===== src/rtl/pc_unit_if.sv =====
// rtl/pc_unit_if.sv - decoder/control bundle between sequencer and program counter unit
// Master drives start and decoder controls; slave returns ROM address and run status.
interface pc_unit_if #(
   parameter int PW = 10
);
   logic          Start;
   logic [PW-1:0] StartAddr;
   logic          JumpEqual;
   logic          JumpNotEqual;
   logic          OffsetEn;
   logic [1:0]    PCRegSelect;
   logic          Ack;
   logic          Zero;
   logic [7:0]    R8Data;
   logic [PW-1:0] ProgCtr;
   logic          Running;
   logic          Done;

   modport master (
      output Start, StartAddr, JumpEqual, JumpNotEqual, OffsetEn,
             PCRegSelect, Ack, Zero, R8Data,
      input  ProgCtr, Running, Done
   );

   modport slave (
      input  Start, StartAddr, JumpEqual, JumpNotEqual, OffsetEn,
             PCRegSelect, Ack, Zero, R8Data,
      output ProgCtr, Running, Done
   );
endinterface


===== src/rtl/pc_unit.sv =====
// rtl/pc_unit.sv - program counter with three link registers and IDLE/RUN/HALT sequencing
// One instruction per RUN cycle; priority is Ack > jump > save > increment.
module pc_unit #(
   parameter int PW = 10
) (
   input  logic     Clk,
   input  logic     Reset,
   pc_unit_if.slave bus
);
   localparam logic [1:0] IDLE = 2'b00;
   localparam logic [1:0] RUN  = 2'b01;
   localparam logic [1:0] HALT = 2'b10;

   logic [1:0]    state_q, state_d;
   logic [PW-1:0] pc_q, pc_d;
   logic [PW-1:0] link1_q, link1_d;
   logic [PW-1:0] link2_q, link2_d;
   logic [PW-1:0] link3_q, link3_d;
   logic          running_q, running_d;
   logic          done_q, done_d;

   logic [PW-1:0] pc_inc;
   logic [PW-1:0] offset;
   logic [PW-1:0] save_addr;
   logic [PW-1:0] link_sel;
   logic          sel_valid;
   logic          cond_met;
   logic          any_jump;
   logic          do_jump;
   logic          do_save;

   assign pc_inc    = pc_q + PW'(1);
   // R8Data is a signed byte; the size cast sign-extends it to PW bits.
   assign offset    = bus.OffsetEn ? PW'($signed(bus.R8Data)) : '0;
   assign save_addr = pc_inc + offset;
   assign sel_valid = (bus.PCRegSelect != 2'b00);
   assign any_jump  = bus.JumpEqual | bus.JumpNotEqual;
   assign cond_met  = (bus.JumpEqual & bus.Zero) | (bus.JumpNotEqual & ~bus.Zero);
   assign do_jump   = sel_valid & cond_met;
   assign do_save   = sel_valid & ~any_jump;

   always_comb begin
      link_sel = link3_q;
      case (bus.PCRegSelect)
         2'b01:   link_sel = link1_q;
         2'b10:   link_sel = link2_q;
         default: link_sel = link3_q;
      endcase
   end

   always_comb begin
      state_d = state_q;
      pc_d    = pc_q;
      link1_d = link1_q;
      link2_d = link2_q;
      link3_d = link3_q;
      case (state_q)
         IDLE: begin
            if (bus.Start) begin
               pc_d    = bus.StartAddr;
               state_d = RUN;
            end
         end
         RUN: begin
            if (bus.Ack) begin
               state_d = HALT;
            end else if (do_jump) begin
               pc_d = link_sel;
            end else begin
               pc_d = pc_inc;
               if (do_save) begin
                  case (bus.PCRegSelect)
                     2'b01:   link1_d = save_addr;
                     2'b10:   link2_d = save_addr;
                     default: link3_d = save_addr;
                  endcase
               end
            end
         end
         HALT: begin
            if (bus.Start) begin
               pc_d    = bus.StartAddr;
               state_d = RUN;
            end
         end
         default: state_d = IDLE;
      endcase
      running_d = (state_d == RUN);
      done_d    = (state_d == HALT);
   end

   always_ff @(posedge Clk or posedge Reset) begin
      if (Reset) begin
         state_q   <= IDLE;
         pc_q      <= '0;
         link1_q   <= '0;
         link2_q   <= '0;
         link3_q   <= '0;
         running_q <= 1'b0;
         done_q    <= 1'b0;
      end else begin
         state_q   <= state_d;
         pc_q      <= pc_d;
         link1_q   <= link1_d;
         link2_q   <= link2_d;
         link3_q   <= link3_d;
         running_q <= running_d;
         done_q    <= done_d;
      end
   end

   assign bus.ProgCtr = pc_q;
   assign bus.Running = running_q;
   assign bus.Done    = done_q;
endmodule

===== src/flat_wrapper.sv =====
// flat-port wrapper written by rule: the top's interface ports become plain ports
module pc_unit_flat 
#(
   parameter int PW = 10
)
  (Clk, Reset, bus_Start, bus_StartAddr, bus_JumpEqual, bus_JumpNotEqual, bus_OffsetEn, bus_PCRegSelect, bus_Ack, bus_Zero, bus_R8Data, bus_ProgCtr, bus_Running, bus_Done);
  pc_unit_if #(.PW(PW)) bus_i ();
  input  logic Clk;
  input  logic Reset;
  input wire logic [$bits(bus_i.Start)-1:0] bus_Start;
  input wire logic [$bits(bus_i.StartAddr)-1:0] bus_StartAddr;
  input wire logic [$bits(bus_i.JumpEqual)-1:0] bus_JumpEqual;
  input wire logic [$bits(bus_i.JumpNotEqual)-1:0] bus_JumpNotEqual;
  input wire logic [$bits(bus_i.OffsetEn)-1:0] bus_OffsetEn;
  input wire logic [$bits(bus_i.PCRegSelect)-1:0] bus_PCRegSelect;
  input wire logic [$bits(bus_i.Ack)-1:0] bus_Ack;
  input wire logic [$bits(bus_i.Zero)-1:0] bus_Zero;
  input wire logic [$bits(bus_i.R8Data)-1:0] bus_R8Data;
  output wire logic [$bits(bus_i.ProgCtr)-1:0] bus_ProgCtr;
  output wire logic [$bits(bus_i.Running)-1:0] bus_Running;
  output wire logic [$bits(bus_i.Done)-1:0] bus_Done;
  assign bus_i.Start = bus_Start;
  assign bus_i.StartAddr = bus_StartAddr;
  assign bus_i.JumpEqual = bus_JumpEqual;
  assign bus_i.JumpNotEqual = bus_JumpNotEqual;
  assign bus_i.OffsetEn = bus_OffsetEn;
  assign bus_i.PCRegSelect = bus_PCRegSelect;
  assign bus_i.Ack = bus_Ack;
  assign bus_i.Zero = bus_Zero;
  assign bus_i.R8Data = bus_R8Data;
  assign bus_ProgCtr = bus_i.ProgCtr;
  assign bus_Running = bus_i.Running;
  assign bus_Done = bus_i.Done;
  pc_unit #(.PW(PW)) u_core (.Clk(Clk), .Reset(Reset), .bus(bus_i));
endmodule

===== config.mk =====
export PLATFORM = sky130hd
export DESIGN_NAME = pc_unit_flat
export DESIGN_NICKNAME = d
export VERILOG_FILES = /design/src/rtl/pc_unit_if.sv /design/src/rtl/pc_unit.sv /design/src/flat_wrapper.sv
export SDC_FILE = /design/constraint.sdc
export NUM_CORES = 1
export LEC_CHECK = 0
export ABC_AREA = 1
export CAP_MARGIN = 20
export CORE_UTILIZATION = 40
export CTS_CLUSTER_SIZE = 8
export DETAILED_ROUTE_END_ITERATION = 8
export GPL_ROUTABILITY_DRIVEN = 0
export PLACE_DENSITY = 0.67
export SLEW_MARGIN = 20
export SYNTH_ARGS = -nofsm -noshare
export SYNTH_HDL_FRONTEND = slang
export SYNTH_SLANG_ARGS = --single-unit

===== constraint.sdc =====
create_clock -name Clk -period 3.1 [get_ports Clk]
set_input_delay 0.62 -clock Clk [delete_from_list [all_inputs] [get_ports Clk]]
set_output_delay 0.62 -clock Clk [all_outputs]
set_load 0.02 [all_outputs]

==> results of run 1 <==
## path summary, 6_finish.rpt
kind | start | endpoint | slack [ns] | cells after the start
max reg2reg | u_core.bus.ProgCtr[0] | u_core.link2_q[9] | 0.52 | 14
max in group asynchronous | Reset | u_core.bus.ProgCtr[8] | 1.94 | 3
min | u_core.link3_q[2] | u_core.link3_q[2] | 0.48 | 2
min in group asynchronous | Reset | u_core.link2_q[4] | 0.77 | 3
min reg2reg | u_core.link3_q[2] | u_core.link3_q[2] | 0.48 | 2
max | u_core.bus.ProgCtr[0] | u_core.link2_q[9] | 0.52 | 14
## flip-flops by register name (all words and copies together), names as in the netlist
register            cells
u_core.bus.Done         1
u_core.state_q          2
u_core.link3_q         10
u_core.bus.Running      1
u_core.link1_q         10
u_core.link2_q         10
u_core.bus.ProgCtr     10
## metal layers
layer,track usage [%],share of wire [%],vias to the layer above
met3,3.24,3.8,9
met1,30.5,50,1278
met5,0,0,-
met4,5.76,1.2,0
met2,33.6,45,54
li1,-,-,1374
## logic make-up (layout without fill, tap and decap cells)
group	Yosys count	after routing
xor gates and xnor gates	6	6
DFF	44	44
buffers and inverters	67	109
and+or+nand+nor	211	211
AOI/OAI and AO/OA	66	66
adders and majority gates	14	14
## cells in the final DEF (no fill, tap or decap), drive strengths merged, types with 2 or more instances in the layout
cell and n:
o21ai 27, a21oi 22, clkdlybuf4s50 39, xnor2 2, o21bai 2, nand3 32, a21o 3, xor2 4
or2 2, nor2 25, a31oi 2, o31ai 2, dfrtp 44, clkbuf 7, o22ai 4, nand2 147
ha 13, buf 6, inv 55, nor3 4
## power by group through the flow
stage | combinational (W) | sequential [W] | clock, W
after floorplan | 0.000825 | 0.000964 | 0
after global placement | 0.00128 | 0.000912 | 0
after detailed placement | 0.00129 | 0.000920 | 0
after CTS | 0.00130 | 0.000909 | 0.000395
after global routing | 0.00147 | 0.000934 | 0.000410
final | 0.00130 | 0.000911 | 0.000383
## worst max-delay path: stages (launching register included)
cell and delay (ns):
dfrtp_1 0.40, ha_1 0.19, nand2_1 0.08, nor2_1 0.28
inv_1 0.13, o21ai_1 0.18, inv_2 0.05, ha_1 0.35
nand2_1 0.12, nor2_1 0.16, nand3_1 0.10, nand3_1 0.13
nand3_1 0.14, nand3_1 0.11, nand2_1 0.05
## metrics by stage
stage / power, W / worst slack [ns] / cell area, sq um / util (%)
floorplan: 0.00179 / 0.776 / 2870 / -
global placement: 0.00219 / 0.300 / 3360 / 48.9
detailed placement: 0.00221 / 0.233 / 3360 / 48.9
CTS: 0.00260 / 0.538 / 3450 / 50.3
global route: 0.00281 / 0.212 / 3450 / 50.3
finish: 0.00259 / 0.520 / 3450 / 50.3
## cell type report
cell class	count	area share, %
clock buffer	7	2.50
clock inverter	1	0.217
tap	96	3.48
inverter	56	6.09
timing repair buffer	45	12.6
sequential	44	31.9
multi-input combinational	297	43.2
==> key figures, run 1 <==
Yosys
  – Syn avg cell area: between 7 and 8 sq um
  – Fraction of registers with async set/reset: 100%
  – Mapped Nets: 450
  – Post-synth top cells: 145 x nand2_1, 47 x inv_1, 44 x dfrtp_1
  – Post-synthesis xor/xnor area fraction: around 1.8%
  – Largest cells by area after synthesis: dfrtp_1 38%, nand2_1 19%, inv_1 6.2%
  – Top-count cell post-synth: nand2_1
  – Syn Inst Count: between 400 and 500
  – Netlist cell types: 32
  – EDFF count, synth: 0
  – Syn Std Cell Area: around 2900 sq um
  – Post-synthesis sequential area ratio: 38.4%
  – Post-synthesis simple-gate area fraction: a little under a third
  – Main combinational cell family by area after synthesis: simple AND/OR/NAND/NOR gates
  – Register bit total from synthesis: 44
  – Predominant post-synthesis flop cell: dfrtp_1
  – Post-synthesis mux area share: 0%
  – Post-Synth Adder-Cell Area: between 6 and 7%
  – Synth top area share: 38.4%
  – YS warnings: 0
  – Yosys top cell by area: dfrtp_1
  – Compound-cell area share of the yosys netlist: 12.8%

Timing
  – Final period util: between 80% and 90%
  – Final setup TNS: 0 ns
  – Final Setup Violations: 0
  – Slew margin rel.: approximately three fifths
  – Slew of the pin with the lowest slew margin: 0.600 ns
  – Clk_skew: around 0.0054 ns
  – Hold slack: approximately 0.48 ns
  – Crit path time final: between 2 and 3 ns
  – RSZ-0062 raised after global routing: false
  – Final Hold Vio Count: 0
  – Maximum clock frequency: about 0.39 GHz
  – Final Max Slew Viols: 0

Power
  – Pleak: 1.82 nW
  – Switching Share: between 40% and 50%
  – Sequential share of power: 35.2%
  – VDD IR max: slightly below 0.4 mV
  – Int Power: between 0.001 and 0.0015 W
  – Clock power frac: around 15%
  – PwrDens: roughly 750 nW/um^2
  – Gate power share: 50.1%
  – Switching Power: 0.00114 W

Clock tree
  – Max Root-Sink Buffers: 2
  – Setup repair bufs after CTS: 0
  – Post-cts hold buffer count: 0
  – H-tree depth: 2
  – Num CTS Buffers: 5
  – Clk sinks: 44
  – Worst-path clk slew: about 0.09 ns
  – CTS resizes: 0
  – Worst-Skew Late Latency: 0.30 ns
  – CTS tree: done
  – Clock root cell: clkbuf_8

Worst setup path
  – CP Launch Type: flop
  – CP Class: reg2reg
  – Worst Path Arrival: roughly 2.8 ns
  – Crit path capture type: flop
  – Crit path max fanout: 4
  – Worst endpoint required time: approximately 3.3 ns

Floorplanning
  – Initial Util: a little over two fifths
  – Core ar.: slightly below 7000 sq um
  – Die height: 86.6 microns
  – Chip Width: between 80 and 90 microns
  – Row cnt: 30
  – # IOs: 40
  – Die Area: between 7000 and 8000 sq um

Cells and area
  – # fillers: roughly 700
  – Multi-input logic area: 1490 sq um
  – Nets: around 490
  – Area Growth Syn to Fin: 20.5%
  – Register area: ~1100 sq um
  – # diodes: 0
  – Share of layout cells above drive strength 1: a little under 7%
  – Non-Filler Instances: 546

GRT
  – Largest net degree at the start of global routing: 45
  – Initial antenna violation count: 0
  – First-pass GRT wire length: approximately 12,000 microns
  – Overall global routing resource usage: a little over a fifth
  – Congestion Overflow GR: 0
  – Vias in the first global route: 2,593

Route
  – First drt pass iteration count: 4
  – Number of DRC markers in iteration 0: 174
  – DR vias: between 2,000 and 3,000
  – Vias per inst: around 5
  – Remaining DRCs: 0
  – Total Routed Length: roughly 7300 microns
  – ANT nets after route: 0
  – WL/cell: roughly 13 microns

Flow run
  – Max Cap Viol: 0

Place
  – IO buf count: 39
  – Post-DP HPWL: about 5500 microns
  – Inst Count DP: around 540

Worst hold path
  – Hold WC Path Type: reg2reg

Run status
  – Outcome: complete, no violations
No activity file was read; power rests on OpenSTA's default activity.
==> run 2: changes to the inputs <==
==> constraint.sdc (replaced) <==
create_clock -name Clk -period 2.4 [get_ports Clk]
set_input_delay 0.48 -clock Clk [delete_from_list [all_inputs] [get_ports Clk]]
set_output_delay 0.48 -clock Clk [all_outputs]
set_load 0.02 [all_outputs]
==> run 2 against run 1 <==
Die area unchanged; clock skew up 0.00081 ns; sequential power up 26%; wire length is 1.2% higher; sequential cell count unchanged; highest routed layer unchanged; hold slack better by 0.0038 ns; critical endpoint is now u_core.link3_q[8]; count of clock-buffer cells in the layout stayed put; global-route usage down 0.34 points; non-clock buffer count up 25.
==> key figures, run 2 (synthesis results as in run 1) <==
Run status
  – Outcome: complete, no violations

Flow run
  – Max Cap Viol: 0 (unchanged)

Worst hold path
  – Hold WC Path Type: reg2reg
  – Hold path start: u_core.link3_q[2]
  – Worst hold endpoint: u_core.link3_q[2]
  – Hold Crit Depth: 2 (unchanged)

GRT
  – Grt met1 use: 29.4% (-1.1 points)
  – Initial antenna violation count: 0 (unchanged)
  – Met2 Use GR: 33.6% (unchanged)
  – Overall global routing resource usage: 21.0% (-0.34 points)
  – Vias in the first global route: 2,620 (+1.0%)
  – First-pass GRT wire length: 12,200 microns (-2.0%)
  – Most used routing layer: met2
  – Met3 Use GR: 3.43% (+0.19 points)
  – Congestion Overflow GR: 0 (unchanged)
  – Largest net degree at the start of global routing: 45 (unchanged)

Floorplanning
  – Initial Util: 41.7% (unchanged)
  – # IOs: 40 (unchanged)
  – Row cnt: 30 (unchanged)
  – Core ar.: 6870 sq um (unchanged)
  – Die height: 86.6 microns (unchanged)
  – Die Area: 7510 sq um (unchanged)
  – Chip Width: 86.6 microns (unchanged)

Timing
  – Final Setup Violations: 0 (unchanged)
  – Slew of the pin with the lowest slew margin: 0.564 ns (-0.0368 ns)
  – Crit path time final: 2.30 ns (-0.282 ns)
  – Final Max Slew Viols: 0 (unchanged)
  – Hold slack: 0.479 ns (+0.00381 ns)
  – Clk_skew: 0.00624 ns (+0.000814 ns)
  – Maximum clock frequency: 0.435 GHz (+12%)
  – Final Hold Vio Count: 0 (unchanged)
  – Final period util: 95.8% (+13 points)
  – RSZ-0062 raised after global routing: true
  – Slew margin rel.: 62.4% (+2.6 points)

Route
  – DR vias: 2,851 (+5.0%)
  – First drt pass iteration count: 5 (+1)
  – Number of DRC markers in iteration 0: 130 (-25%)
  – Remaining DRCs: 0 (unchanged)
  – ANT nets after route: 0 (unchanged)
  – Total Routed Length: 7380 microns (+1.2%)
  – Vias per inst: 4.99 (+0.41%)
  – WL/cell: 12.9 microns (-3.3%)

Place
  – IO buf count: 39 (unchanged)
  – Inst Count DP: 561 (+4.3%)
  – Post-DP HPWL: 5660 microns (+2.0%)
  – Post-DP Area: 3560 sq um (+5.9%)

Power
  – VDD IR max: 0.489 mV (+27%)
  – Pleak: 1.96 nW (+7.4%)
  – PwrDens: 982 nW/um^2 (+31%)
  – Total power: 0.00366 W (+41%)

Cells and area
  – Post-route cell area: 3720 sq um (+7.8%)
  – # diodes: 0 (unchanged)
  – Finished Core Util: 54.2% (+3.9 points)
  – Non-Filler Instances: 571 (+4.6%)
  – Share of layout cells above drive strength 1: 13.9% (+7.0 points)
  – Most frequent cells in the layout: 144 x nand2_1, 46 x inv_1, 44 x dfrtp_1, 39 x clkdlybuf4s50_1, 30 x nand3_1
  – Area Growth Syn to Fin: 29.9%
  – Nets: 516 (+5.1%)
  – Most common cell after layout, fill and taps aside: nand2_1

Clock tree
  – Post-cts hold buffer count: 0 (unchanged)
  – CTS tree: done
  – Clk sinks: 44 (unchanged)
  – H-tree depth: 2 (unchanged)
  – Worst-Skew Late Latency: 0.31 ns (about the same)
  – Max Root-Sink Buffers: 2 (unchanged)
  – Clock root cell: clkbuf_8
  – Num CTS Buffers: 5 (unchanged)
  – Worst-path clk slew: 0.09 ns (about the same)

Worst setup path
  – Worst endpoint required time: 2.60 ns (-0.69 ns)
  – Worst Path Arrival: 2.50 ns (-0.27 ns)
  – CP Class: reg2reg
  – Crit path capture type: flop
  – CP Launch Type: flop
  – FF-to-FF Start: u_core.bus.ProgCtr[0]
  – Crit path max fanout: 4 (unchanged)
  – R2R Path End: u_core.link3_q[8]
  – Internal reg-to-reg setup slack: 0.10 ns (-0.42 ns)
  – Worst reg-to-reg path cell count: 11 (-3)
-- run 2: cell count changes in the layout (fill, tap and decap cells not counted), moves of 2 or more --
cell	change
a21oi_1	-2
a21oi_2	+2
buf_12	+2
buf_4	+23
ha_1	-3
ha_4	+2
nand3_1	-2
nand3_2	+2
nor2_1	-2
-- run 2: layout make-up --
cell class                 count  area (sq um)
clock buffer                   7          86.3
clock inverter                 1          7.51
fill                         662          3150
inverter                      56           210
multi-input combinational    297          1550
sequential                    44          1100
tap                           96           120
timing repair buffer          70           648
-- run 2: worst max-delay path by stage --
stage | startpoint | to | slack, ns
floorplan | u_core.bus.ProgCtr[1] | u_core.link1_q[8] | 0.08
CTS | u_core.bus.ProgCtr[1] | u_core.link3_q[9] | 0.06
detailed placement | bus_OffsetEn | u_core.link3_q[8] | -0.18
global route | u_core.bus.ProgCtr[1] | u_core.link2_q[7] | -0.02
finish | u_core.bus.ProgCtr[0] | u_core.link3_q[8] | 0.10
global placement | bus_OffsetEn | u_core.link2_q[8] | -0.12
-- run 2: timing repair --
| action | in CTS | in global routing |
|---|---|---|
| gates resized for setup | 0 | 11 |
| setup endpoints to repair | 0 | 15 |
| buffers inserted | 0 | 2 |
-- run 2: through the flow --
step           setup slack [ns]  TNS, ns
5_1_grt                 -0.0162  -0.0718
4_1_cts                  0.0599        0
3_3_place_gp             -0.116    -1.34
6_report                  0.102        0
3_5_place_dp             -0.176    -2.23
2_1_floorplan            0.0756        0
-- run 2: critical path, stage by stage, from the launching register on --
cell     delay (ns)
dfrtp_1        0.36
buf_4          0.12
nand3_1        0.16
nor2_4         0.22
xor2_1         0.21
ha_1           0.31
a21o_1         0.19
a21oi_1        0.12
nand2_1        0.07
or2_2          0.30
nand3_1        0.07
nand2_1        0.06
-- run 2: metal layers --
metal | vias up | wire length [microns]
li1 | 1432 | -
met1 | 1351 | 3520
met2 | 63 | 3470
met3 | 5 | 368
met4 | 0 | 23
met5 | - | 0
-- run 2: power breakdown --
part | internal [W] | switching [W]
Clock | 0.000234 | 0.000268
Sequential | 0.000990 | 0.000158
Combinational | 0.000889 | 0.00112
Total | 0.00211 | 0.00154
==> run 3: changes to the inputs <==
--- a/config.mk
+++ b/config.mk
@@ -12,7 +12,6 @@
 export DETAILED_ROUTE_END_ITERATION = 8
 export GPL_ROUTABILITY_DRIVEN = 0
 export PLACE_DENSITY = 0.67
-export SLEW_MARGIN = 20
 export SYNTH_ARGS = -nofsm -noshare
 export SYNTH_HDL_FRONTEND = slang
 export SYNTH_SLANG_ARGS = --single-unit
==> results of run 3 <==
The final DEF is identical to that of run 2; final timing and power are the same.
